==> src/rtl/fetch_pkg.sv <==
// Shared fetch-stage types and constants; the jump opcodes are also used by the hazard unit.
package fetch_pkg;

    typedef enum logic [1:0] {
        REQ   = 2'd0,
        WAIT  = 2'd1,
        HOLD  = 2'd2,
        DRAIN = 2'd3
    } fetch_state_e;

    localparam logic [31:0] NOP_INSN = 32'h0000_0013;
    localparam int unsigned PC_STEP  = 4;

    localparam logic [6:0] OPC_JAL  = 7'b110_1111;
    localparam logic [6:0] OPC_JALR = 7'b110_0111;

    function automatic logic is_jump(input logic [6:0] opcode);
        return (opcode == OPC_JAL) || (opcode == OPC_JALR);
    endfunction

endpackage

==> src/rtl/fetch_hold_buf.sv <==
// One-entry {pc, insn} buffer that parks a response while IF/ID is not accepting.
module fetch_hold_buf
    import fetch_pkg::*;
#(
    parameter int AWIDTH = 32,
    parameter int DWIDTH = 32
) (
    input  logic              clk,
    input  logic              reset,
    input  logic              load,
    input  logic              clear,
    input  logic [AWIDTH-1:0] load_pc,
    input  logic [DWIDTH-1:0] load_insn,
    output logic              valid,
    output logic [AWIDTH-1:0] pc,
    output logic [DWIDTH-1:0] insn
);

    // clear wins so a redirect can never leave a wrong-path instruction parked
    always_ff @(posedge clk or posedge reset) begin
        if (reset) begin
            valid <= 1'b0;
            pc    <= '0;
            insn  <= DWIDTH'(NOP_INSN);
        end else if (clear) begin
            valid <= 1'b0;
        end else if (load) begin
            valid <= 1'b1;
            pc    <= load_pc;
            insn  <= load_insn;
        end
    end

endmodule

==> src/rtl/fetch_unit.sv <==
// IF stage: PC register, single-outstanding imem request FSM, redirect handling and IF/ID register.
//
// state | meaning
// REQ   | ready to issue a request at f_pc (suppressed by stall_if)
// WAIT  | request accepted, response pending on the correct path
// HOLD  | response parked in the hold buffer until IF/ID accepts it
// DRAIN | request pending on a wrong path; its response is discarded
module fetch_unit
    import fetch_pkg::*;
#(
    parameter int                AWIDTH   = 32,
    parameter int                DWIDTH   = 32,
    parameter logic [AWIDTH-1:0] BASEADDR = 32'h0100_0000,
    parameter logic [DWIDTH-1:0] NOP      = NOP_INSN
) (
    input  logic              clk,
    input  logic              reset,
    input  logic              stall_if,
    input  logic              ifid_wren,
    input  logic              ifid_flush,
    input  logic              redirect_valid,
    input  logic [AWIDTH-1:0] redirect_pc,
    output logic              imem_req_valid,
    output logic [AWIDTH-1:0] imem_req_addr,
    input  logic              imem_req_ready,
    input  logic              imem_rsp_valid,
    input  logic [DWIDTH-1:0] imem_rsp_data,
    output logic [AWIDTH-1:0] f_pc,
    output logic [AWIDTH-1:0] d_pc,
    output logic [DWIDTH-1:0] d_insn,
    output logic              d_valid
);

    fetch_state_e      state, state_n;
    logic [AWIDTH-1:0] pc_n;
    logic              req_valid;
    logic              req_fire;
    logic              buf_load, buf_clear;
    logic              buf_valid;
    logic [AWIDTH-1:0] buf_pc;
    logic [DWIDTH-1:0] buf_insn;
    logic              insn_avail;
    logic [AWIDTH-1:0] avail_pc;
    logic [DWIDTH-1:0] avail_insn;

    fetch_hold_buf #(
        .AWIDTH (AWIDTH),
        .DWIDTH (DWIDTH)
    ) u_hold_buf (
        .clk       (clk),
        .reset     (reset),
        .load      (buf_load),
        .clear     (buf_clear),
        .load_pc   (f_pc),
        .load_insn (imem_rsp_data),
        .valid     (buf_valid),
        .pc        (buf_pc),
        .insn      (buf_insn)
    );

    always_ff @(posedge clk or posedge reset) begin
        if (reset) begin
            state <= REQ;
            f_pc  <= BASEADDR;
        end else begin
            state <= state_n;
            f_pc  <= pc_n;
        end
    end

    always_comb begin
        state_n   = state;
        pc_n      = f_pc;
        req_valid = 1'b0;
        req_fire  = 1'b0;
        buf_load  = 1'b0;
        buf_clear = 1'b0;
        case (state)
            REQ: begin
                req_valid = ~stall_if;
                req_fire  = req_valid & imem_req_ready;
                if (req_fire) state_n = WAIT;
            end
            WAIT: begin
                if (imem_rsp_valid) begin
                    pc_n = f_pc + AWIDTH'(PC_STEP);
                    if (ifid_wren) begin
                        state_n = REQ;
                    end else begin
                        buf_load = 1'b1;
                        state_n  = HOLD;
                    end
                end
            end
            HOLD: begin
                if (ifid_wren) begin
                    buf_clear = 1'b1;
                    state_n   = REQ;
                end
            end
            DRAIN: begin
                if (imem_rsp_valid) state_n = REQ;
            end
            default: state_n = REQ;
        endcase

        // a redirect wins over everything; stay in DRAIN while a request is still in flight
        if (redirect_valid) begin
            pc_n      = redirect_pc;
            buf_load  = 1'b0;
            buf_clear = 1'b1;
            if (((state == WAIT || state == DRAIN) && !imem_rsp_valid) || req_fire)
                state_n = DRAIN;
            else
                state_n = REQ;
        end
    end

    assign imem_req_valid = req_valid & ~reset;
    assign imem_req_addr  = f_pc;

    assign insn_avail = ~redirect_valid &
                        (((state == WAIT) & imem_rsp_valid) | ((state == HOLD) & buf_valid));
    assign avail_pc   = (state == HOLD) ? buf_pc   : f_pc;
    assign avail_insn = (state == HOLD) ? buf_insn : imem_rsp_data;

    always_ff @(posedge clk or posedge reset) begin
        if (reset) begin
            d_pc    <= BASEADDR;
            d_insn  <= NOP;
            d_valid <= 1'b0;
        end else if (ifid_flush) begin
            d_insn  <= NOP;
            d_valid <= 1'b0;
        end else if (ifid_wren) begin
            if (insn_avail) begin
                d_pc    <= avail_pc;
                d_insn  <= avail_insn;
                d_valid <= 1'b1;
            end else begin
                d_insn  <= NOP;
                d_valid <= 1'b0;
            end
        end
    end

endmodule

==> config.mk <==
export PLATFORM = sky130hd
export DESIGN_NAME = fetch_unit
export DESIGN_NICKNAME = d
export VERILOG_FILES = /design/src/rtl/fetch_pkg.sv /design/src/rtl/fetch_hold_buf.sv /design/src/rtl/fetch_unit.sv
export SDC_FILE = /design/constraint.sdc
export NUM_CORES = 1
export LEC_CHECK = 0
export ABC_CLOCK_PERIOD_IN_PS = 5700
export CAP_MARGIN = 20
export CORE_MARGIN = 2
export CORE_UTILIZATION = 40
export DETAILED_ROUTE_END_ITERATION = 6
export PLACE_DENSITY = 0.69
export SLEW_MARGIN = 5
export SYNTH_ARGS = -nofsm -noshare
export SYNTH_HDL_FRONTEND = slang
export SYNTH_SLANG_ARGS = --single-unit
==> constraint.sdc <==
create_clock -name clk -period 5.7 [get_ports clk]
set_input_delay 1.71 -clock clk [delete_from_list [all_inputs] [get_ports clk]]
set_output_delay 1.71 -clock clk [all_outputs]
set_load 0.005 [all_outputs]
==> results summary <==
The run finished with clean final reports. The final design area excluding fillers came out at 10,300 sq um. TritonCTS built the clock tree. The per-cell via count in the routed design came out at 5.12.

The routed via count came out at 5,889. The width of the chip is 143 um. The setup path with the least slack is of type in -> out. The combined area of all synthesized cells is 7710 sq um.

The capture point of the worst path is imem_req_valid. The starting density of the core is 0.409. Data arrives at the worst endpoint at 2.97 ns.

The via count of the first global-routing pass came out at 5,735. The total iterations of the first detailed-routing run came out at 4. The internal power consumption came out at 2.89 mW. In this run the number of cells on the critical path is 3. The number of buffer cells added on primary ports is 201. The number of nets in the synthesized netlist is 798.

The standard cell core area came out at 18,800 sq um. The total I/O pin count came out at 202. The most critical setup path has its startpoint at stall_if. The placement row count came out at 50.

In the synthesized netlist, the number of instances is 725. The setup slack of the critical path after layout is 1.02 ns. The tree is rooted in a clkbuf_16.

The number of flops mapped to enable cells by yosys is 0. The signal on the critical path passes through clkdlybuf4s50_1 -> nor4_1 -> clkdlybuf4s50_1. The layout-stage area growth over the synthesis result came out at 33.9%. The required time of the worst setup path came out at 3.99 ns.

The analysis attributes to net switching a power of 1.14 mW. Of the total power, the share spent switching nets is 0.283. The number of buffers and inverters on the critical path is 2. The global placer's final weighted congestion is 0.759.

The number of cells traversed by the worst register-to-register path is 4. For this design, the slowest cell found on the critical path is clkdlybuf4s50_1. The number of resized instances in the post-cts repair step is 0.

The number of endpoints with negative hold slack in the final report is 0. The setup TNS came out at 0 ns. The total placed instance area came out at 9680 sq um.

Based on the critical path, the design can be clocked at up to 214 MHz. The time the worst path needs with I/O delays and setup is 4.68 ns. The cell type with the highest occurrence count on the critical path is clkdlybuf4s50_1.

The global-route usage over all layers is 0.195. Counting the buffers created by CTS gives 17. The post-detailed-route count of antenna-violating nets is 0. The number of H-tree levels came out at 4. The startpoint identified for the worst register-to-register timing path is state[1].

For the pin with the worst max-slew slack, the measured transition is 1.03 ns. The biggest area contributor in the post-synthesis netlist is dfrtp_1. The total design power came out at 4.02 mW.

After synthesis, the netlist uses 49 different library cells. Setup repair after global routing left no endpoint under its margin. For this run, design rule violations remaining after detail routing come to 0. The layout cell share with drive strength beyond 1 came out at 0.127. The placed wire-length estimate is 12,700 um. The count of nets after finishing is 951. The period utilization came out at 0.821. The endpoint of the worst register-to-register path is d_insn[7].

The average wire per standard cell came out at 16.7 um. For this run, the number of standard cells in the final layout without fillers is 1,151. The largest net degree at the start of global routing is 69.

The fraction of power consumed by combinational cells is 0.261. The sequential cell fraction of total power came out at 0.441. The number of hold-repair buffers added at the cts stage is 0. The count of pins over their slew limit came out at 0. The number of inserted filler cells in the final layout came out at 1,654. By count the netlist is led by dfrtp_1 (156), nand2_1 (133), nor2_1 (55). The type of origin of the critical path is an input pin. The total wire length after detailed routing is 19,200 um. Clock latency on the worst-skew pair, taken at its later pin, is 0.43 ns. The part of the total power dissipated in the clock network is 0.298.

In this run the post-CTS setup repair buffer count came out at 0. After synthesis, the mean cell area works out to 10.6 sq um. The setup slack after placement came out at 1.03 ns. The wire length of the first global-routing pass came out at 30,900 um.

The longest clock path from root to sink contains 2 buffers. After clock tree synthesis, the clock-pin slew on the worst setup and hold paths is 0.07 ns. IR analysis of the VDD net gives a maximum drop of 0.000207 V. The initial antenna violation count is 0.

Of the synthesized area, sequential elements account for 0.534. The minimum setup slack among reg-to-reg paths came out at 3.29 ns. The share of synthesized area in the top cell type comes to 0.507. The number of warnings issued by yosys is 0. The diode insertion count for antenna repair came out at 0. The final design utilization is 0.548. Of all nets on the critical path, the largest fanout is 3.

In this run the worst hold path is classified as reg -> reg. The cell count after placement is 1,118. The cell family contributing the most delay on the critical path is buffers and inverters. Across the routed clock network, the largest skew measured is 0.0122 ns. The area of the die is 20,400 sq um. In the synthesized netlist the dominant register cell turns out to be dfrtp_1. The max-capacitance violation count came out at 0. In this run, the number of DRC markers left after iteration 0 of detailed routing was 282. The share of flip-flops with an asynchronous set or reset came out at 1.00. The power density normalized to cell area came out at 390 nW/um^2. Summed over all layers, the global routing overflow is 0.

The largest single stage delay on the critical path is 0.56 ns. The most common cell in the synthesized netlist is dfrtp_1. The TritonCTS sink count came out at 164. The chip height came out at 143 um. By area the synthesized netlist is led by dfrtp_1 (51%), nand2_1 (6.5%), mux2_2 (5.6%). The flip-flop and latch count after synthesis came out at 164.

The leakage power figure is 4.34 nW. The headroom to the max-slew limit is 0.311. STA classifies the critical path endpoint as a primary output.

The final setup violation count came out at 0. The worst hold margin is 0.476 ns.
-- worst min-delay path, cell delays in order, from the launching register on --
cell and delay (ns):
dfrtp_1 0.34, nand2_1 0.05, nand2_1 0.06
-- routing by layer --
| layer | GRT usage | wire [um] | vias to the layer above |
|---|---|---|---|
| met2 | 0.316 | 9400 | 146 |
| li1 | - | - | 2826 |
| met4 | 0.0641 | 295 | 0 |
| met1 | 0.264 | 8590 | 2896 |
| met5 | 0 | 0 | - |
| met3 | 0.0376 | 882 | 21 |
-- layout make-up --
class                      instances  area [sq um]  share of cell area
clock buffer                      17           425              0.0412
sequential                       164          4110               0.399
timing repair buffer             211          2120               0.206
tap                              260           325              0.0315
multi-input combinational        475          3100               0.301
clock inverter                    15           191              0.0185
inverter                           9          37.5             0.00364
-- sequential cells by signal, indices dropped and copies added (netlist names) --
register / flops
d_valid: 1
f_pc: 32
d_pc: 32
u_hold_buf.insn: 32
state: 2
d_insn: 32
u_hold_buf.pc: 32
u_hold_buf.valid: 1
-- cells in the final DEF, fill, tap and decap left out, types with 10 or more instances in the layout --
cell type,Yosys,final
nor2_1,55,54
a31oi_1,49,49
o31ai_1,11,11
dfrtp_1,156,156
o21ai_0,42,42
or4_1,14,14
mux2_4,10,10
nand3_1,12,12
mux2_1,14,14
nand2_1,133,133
clkdlybuf4s50_1,0,201
mux2i_1,30,30
clkbuf_16,0,17
mux2_2,38,38
-- cells by family after synthesis --
group,share of synthesized area
simple gates,0.158
compound gates,0.0935
flops,0.534
buf+inv,0.0672
fa+ha+maj,0.00162
xor+xnor,0.0114
mux,0.134
-- power groups by stage --
stage,clock [mW],combinational (mW),sequential (mW)
CTS,1.23,1.07,1.78
global route,1.27,1.16,1.83
detailed placement,0,1.07,1.79
finish,1.20,1.05,1.77
global placement,0,1.04,1.78
floorplan,0,0.601,1.74
-- worst min-delay path by stage --
stage | from | end | slack, ns | cells after the start
3_3_place_gp | d_valid | d_valid | 0.46 | 2
2_1_floorplan | u_hold_buf.pc[11] | u_hold_buf.pc[11] | 0.45 | 2
3_5_place_dp | d_valid | d_valid | 0.46 | 2
5_1_grt | d_insn[24] | d_insn[24] | 0.50 | 2
4_1_cts | d_valid | d_valid | 0.48 | 2
6_report | d_valid | d_valid | 0.48 | 2
Note: power is estimated with default switching activity, not from simulation.
